## config.mk

```make
export PLATFORM = sky130hd
export DESIGN_NAME = island_readback_ctrl
export DESIGN_NICKNAME = d
export VERILOG_FILES = /design/src/rtl/island_readback_ctrl.sv
export SDC_FILE = /design/constraint.sdc
export NUM_CORES = 1
export LEC_CHECK = 0
export ABC_AREA = 0
export BUFFER_PORTS_ARGS = -buffer_cell sky130_fd_sc_hd__buf_2
export CORE_ASPECT_RATIO = 0.6
export CORE_UTILIZATION = 50
export CTS_BUF_LIST = sky130_fd_sc_hd__clkbuf_2
export DETAILED_ROUTE_END_ITERATION = 10
export GPL_TIMING_DRIVEN = 1
export PLACE_DENSITY_LB_ADDON = 0.25
export SLEW_MARGIN = 25
export SYNTH_ARGS = -nofsm -noshare
export SYNTH_HDL_FRONTEND = slang
export SYNTH_SLANG_ARGS = --single-unit
export TNS_END_PERCENT = 100
```

## constraint.sdc

```tcl
create_clock -name clk -period 2.1 [get_ports clk]
set_clock_uncertainty 0.2 [all_clocks]
set_input_delay 0.21 -clock clk [delete_from_list [all_inputs] [get_ports clk]]
set_output_delay 0.21 -clock clk [all_outputs]
set_load 0.01 [all_outputs]
```

## src/rtl/island_readback_ctrl.sv

```systemverilog
// Readback engine for one CAB island scan chain: captures switch state, shifts it out
// serially and packs it LSB-first into WORD_W-bit words on a valid/ready stream.
module island_readback_ctrl #(
   parameter int NUM_CAB    = 7,
   parameter int MATRIX_ROW = 7,
   parameter int MATRIX_COL = 1,
   parameter int WORD_W     = 8
) (
   input  logic              clk,
   input  logic              rst,
   input  logic              start,
   output logic              busy,
   output logic              scan_capture,
   output logic              scan_shift,
   input  logic              scan_in,
   output logic [WORD_W-1:0] m_data,
   output logic              m_valid,
   input  logic              m_ready,
   output logic              m_last,
   output logic              done
);

   localparam int TOTAL_BITS = NUM_CAB * MATRIX_ROW * MATRIX_COL;
   localparam int CNT_W      = $clog2(TOTAL_BITS + 1);
   localparam int POS_W      = $clog2(WORD_W);

   typedef enum logic [2:0] {IDLE, CAPTURE, SHIFT, DRAIN, DONE} state_t;

   state_t            state_reg, state_next;
   logic [CNT_W-1:0]  count_reg, count_next;
   logic [POS_W-1:0]  pos_reg, pos_next;
   logic [WORD_W-1:0] pack_reg, pack_next;
   logic              pack_full_reg, pack_full_next;
   logic              pack_last_reg, pack_last_next;
   logic [WORD_W-1:0] data_reg, data_next;
   logic              valid_reg, valid_next;
   logic              last_reg, last_next;

   logic              out_free;
   logic              final_bit;
   logic [WORD_W-1:0] word;

   always_ff @(posedge clk) begin
      if (rst) begin
         state_reg     <= IDLE;
         count_reg     <= '0;
         pos_reg       <= '0;
         pack_reg      <= '0;
         pack_full_reg <= 1'b0;
         pack_last_reg <= 1'b0;
         data_reg      <= '0;
         valid_reg     <= 1'b0;
         last_reg      <= 1'b0;
      end else begin
         state_reg     <= state_next;
         count_reg     <= count_next;
         pos_reg       <= pos_next;
         pack_reg      <= pack_next;
         pack_full_reg <= pack_full_next;
         pack_last_reg <= pack_last_next;
         data_reg      <= data_next;
         valid_reg     <= valid_next;
         last_reg      <= last_next;
      end
   end

   always_comb begin
      state_next     = state_reg;
      count_next     = count_reg;
      pos_next       = pos_reg;
      pack_next      = pack_reg;
      pack_full_next = pack_full_reg;
      pack_last_next = pack_last_reg;
      data_next      = data_reg;
      valid_next     = valid_reg;
      last_next      = last_reg;
      busy           = 1'b0;
      scan_capture   = 1'b0;
      scan_shift     = 1'b0;
      done           = 1'b0;
      word           = pack_reg;
      final_bit      = (count_reg == CNT_W'(TOTAL_BITS - 1));
      out_free       = !valid_reg || m_ready;

      if (valid_reg && m_ready) begin
         valid_next = 1'b0;
         last_next  = 1'b0;
      end

      // A word parked in the pack register goes out as soon as the output slot frees.
      if ((state_reg == SHIFT || state_reg == DRAIN) && pack_full_reg && out_free) begin
         data_next      = pack_reg;
         valid_next     = 1'b1;
         last_next      = pack_last_reg;
         pack_next      = '0;
         pack_full_next = 1'b0;
         pack_last_next = 1'b0;
      end

      case (state_reg)
         IDLE: begin
            if (start) state_next = CAPTURE;
         end
         CAPTURE: begin
            busy           = 1'b1;
            scan_capture   = 1'b1;
            count_next     = '0;
            pos_next       = '0;
            pack_next      = '0;
            pack_full_next = 1'b0;
            pack_last_next = 1'b0;
            state_next     = SHIFT;
         end
         SHIFT: begin
            busy = 1'b1;
            if (!pack_full_reg) begin
               scan_shift    = 1'b1;
               word[pos_reg] = scan_in;
               count_next    = count_reg + CNT_W'(1);
               if (final_bit || pos_reg == POS_W'(WORD_W - 1)) begin
                  pos_next = '0;
                  if (out_free) begin
                     data_next  = word;
                     valid_next = 1'b1;
                     last_next  = final_bit;
                     pack_next  = '0;
                  end else begin
                     pack_next      = word;
                     pack_full_next = 1'b1;
                     pack_last_next = final_bit;
                  end
               end else begin
                  pos_next  = pos_reg + POS_W'(1);
                  pack_next = word;
               end
               if (final_bit) state_next = DRAIN;
            end
         end
         DRAIN: begin
            busy = 1'b1;
            if (valid_reg && m_ready && last_reg) state_next = DONE;
         end
         DONE: begin
            done       = 1'b1;
            state_next = IDLE;
         end
         default: state_next = IDLE;
      endcase
   end

   assign m_data  = data_reg;
   assign m_valid = valid_reg;
   assign m_last  = last_reg;

endmodule

```

==> impl_metrics.yaml <==
floorplan:
  die_height_um: 48.5
  fp.dieW_um: 79.4
  rows: 16
  ios: 19
  core_um2: 3340
  dieArea_um2: 3850
  start_util_pct: 53.8
worst_setup_path:
  cp-end-kind: "output port"
  path_max_fanout: 5
  rr_endpoint: "count_reg[5]$_SDFFE_PP0P_"
  reg2reg_slack_ps: 110
  critPathKind: "register to output port"
  ff2ff_path_depth: 4
  crit_path_start: "state_reg[0]$_SDFFE_PP0P_"
  crit_path_start_kind: "register"
  cp.arrival_ps: 1630
  r2r_start: "pack_full_reg$_SDFF_PP0_"
  critPathRequiredTime_ps: 1690
yosys:
  netlist_area_um2: 1800
  post-synth-top-area-cell: "dfxtp_1"
  async_flop_share_pct: 0
  synth_area_leaders: "dfxtp_1, mux2_2, a21oi_1"
  yosys.cell_count.top_type: "dfxtp_1"
  synth_edf_count: 0
  ys_ff_latch: 32
  synth_cell_types: 49
  synth_top_area_share_pct: 35.6
  yosys_warnings: 0
  synthTopCellsByCount: "dfxtp_1, nand2_1, a21oi_1, nor2_1, clkbuf_1"
  synth_fp_nets: 225
  syn_avg_cell_area_um2: 8.33
  synth_top_flop_cell: "dfxtp_1"
  seq_area_frac_synth_pct: 35.6
  synthCells: 216
pwr:
  p_total_mw: 1.08
  ir_worst_vdd_mv: 0.342
  leakage_nw: 0.787
  power_per_cell_area_nw_per_um2: 522
clocking:
  cts_made_buffers: 5
  cts_tree: "built"
  cts_sinks: 32
  root_buffer: "clkbuf_2"
  cts_buffer_depth: 2
  clock_latency_ps: 380
  clk_pin_slew_ps: 180
  htree_num_levels: 2
route:
  ant_nets: 0
  routed_wl_mm: 4.68
  vias: 1722
  drt-wirelength-per-cell_um: 16.4
  avgViaCountPerCell: 6.04
  dr.pass1.iters: 4
  drt_iter0_drc: 174
  drc: 0
placement:
  port_buffers: 18
  dp.cells: 274
  gp_congestion: 0.847
  dp_hpwl_mm: 3.31
global_route:
  grt_antenna_before_repair: 0
  grt_pass1_wl_mm: 8.00
  grt_pass1_vias: 1534
  grt.overflow.total: 0
  grtUsageTotal_pct: 27.2
  grt_max_degree: 31
finish:
  diodes: 0
  nets: 248
  seq_area_um2: 646
  fin_util_pct: 61.6
  drive_gt1_share_pct: 25.0
  nFillCells: 299
  syn_to_final_growth_pct: 14.5
  multiInputGateArea_um2: 1090
  stdcell_count: 285
sta:
  hold_viol: 0
  fin_crit_sh_pct: 97.0
  maxSlewHeadroom_pct: 62.6
  setup_viol: 0
  rsz0062_at_grt: "true"
  fmax_mhz: 491
  worst_pin_slew_ps: 561
  whs_ps: 90.4
  min_period_ps: 2040
  final_max_slew_viol_count: 0
worst_hold_path:
  min_delay_path_depth: 2
  min_from: "rst"
  hold-path-endpoint: "pos_reg[2]$_SDFFE_PP0P_"
  min_path_type: "input pin to register"
run:
  drv_cap: 0
run_status:
  outcome: "finished clean"
[critical path: stages, from the launching register on]
cell	delay, ps
dfxtp_2	370
or4b_4	550
inv_4	80
buf_4	130
buf_2	130
[logic make-up (layout without fill, tap and decap cells)]
logic type | count (synthesis) | count (layout) | synth area share, %
xor gates and xnor gates | 3 | 3 | 1.46
adders and majority gates | 4 | 4 | 2.78
and+or+nand+nor | 84 | 84 | 25.5
buffers and inverters | 22 | 46 | 5.08
muxes | 10 | 10 | 6.05
AOI/OAI and AO/OA | 61 | 61 | 23.6
DFF | 32 | 32 | 35.6
[layer usage]
layer  wire length (µm)  vias to the layer above  global-route usage (%)
met5                  0                        -                       0
met4                 42                        0                    6.97
met3                446                        8                    7.36
met2               1750                       67                    33.9
met1               2440                      801                    44.1
li1                   -                      846                       -
[how the worst max path moves through the flow]
stage                                end  slack (ps)  cells past startpoint
6_report                      scan_shift          60                      4
5_1_grt             m_data[3]$_SDFF_PP0_         -20                      6
4_1_cts                       scan_shift          20                      4
3_5_place_dp      pack_reg[6]$_SDFF_PP0_         120                      5
3_3_place_gp      pack_reg[2]$_SDFF_PP0_         160                      5
2_1_floorplan  count_reg[5]$_SDFFE_PP0P_         180                      5
[through the flow]
stage          setup slack [ps]  setup TNS [ps]  cell area (µm²)
5_1_grt                   -16.9           -31.1             2060
6_report                   62.3               0             2060
3_3_place_gp                162               0             1960
3_5_place_dp                118               0             1960
2_1_floorplan               179               0             1800
4_1_cts                    17.9               0             2030
[layout make-up]
cell class              instances  share of cell area (%)
well taps                      45                    2.73
flip-flops and latches         32                    31.3
clock buffers                   7                    1.70
inverters                       5                    1.03
repair buffers                 33                    10.3
multi-input cells             162                    52.8
clock inverters                 1                   0.182
[layout by cell type, fill, tap and decap left out, types with 3 or more instances in the layout]
| cell | instances |
|---|---|
| a211oi_1 | 6 |
| a21oi_1 | 15 |
| a221oi_1 | 4 |
| a31oi_1 | 4 |
| and2_1 | 4 |
| and3_1 | 6 |
| and3b_1 | 3 |
| buf_2 | 18 |
| buf_4 | 12 |
| clkbuf_2 | 7 |
| dfxtp_1 | 28 |
| dfxtp_2 | 4 |
| ha_1 | 4 |
| inv_1 | 4 |
| mux2_2 | 7 |
| mux2i_1 | 3 |
| nand2_1 | 19 |
| nand3_1 | 9 |
| nand3b_1 | 3 |
| nor2_1 | 14 |
| nor3_1 | 7 |
| nor3b_1 | 3 |
| o211ai_1 | 4 |
| o21ai_0 | 10 |
| xnor2_1 | 3 |
[power by group]
group | switching, mW | internal [mW] | total [mW]
registers | 0.00728 | 0.617 | 0.624
logic | 0.0848 | 0.0605 | 0.145
clock network | 0.217 | 0.0892 | 0.306
[what timing repair did]
item | CTS | global route
hold buffers | 2 | 0
gates resized for setup | 3 | 9
setup buffers | 1 | 0
endpoints found under the setup margin | 1 | 10
hold endpoints to repair | 2 | 0
pin swaps | 1 | 4
No activity file was read; power rests on OpenSTA's default activity.
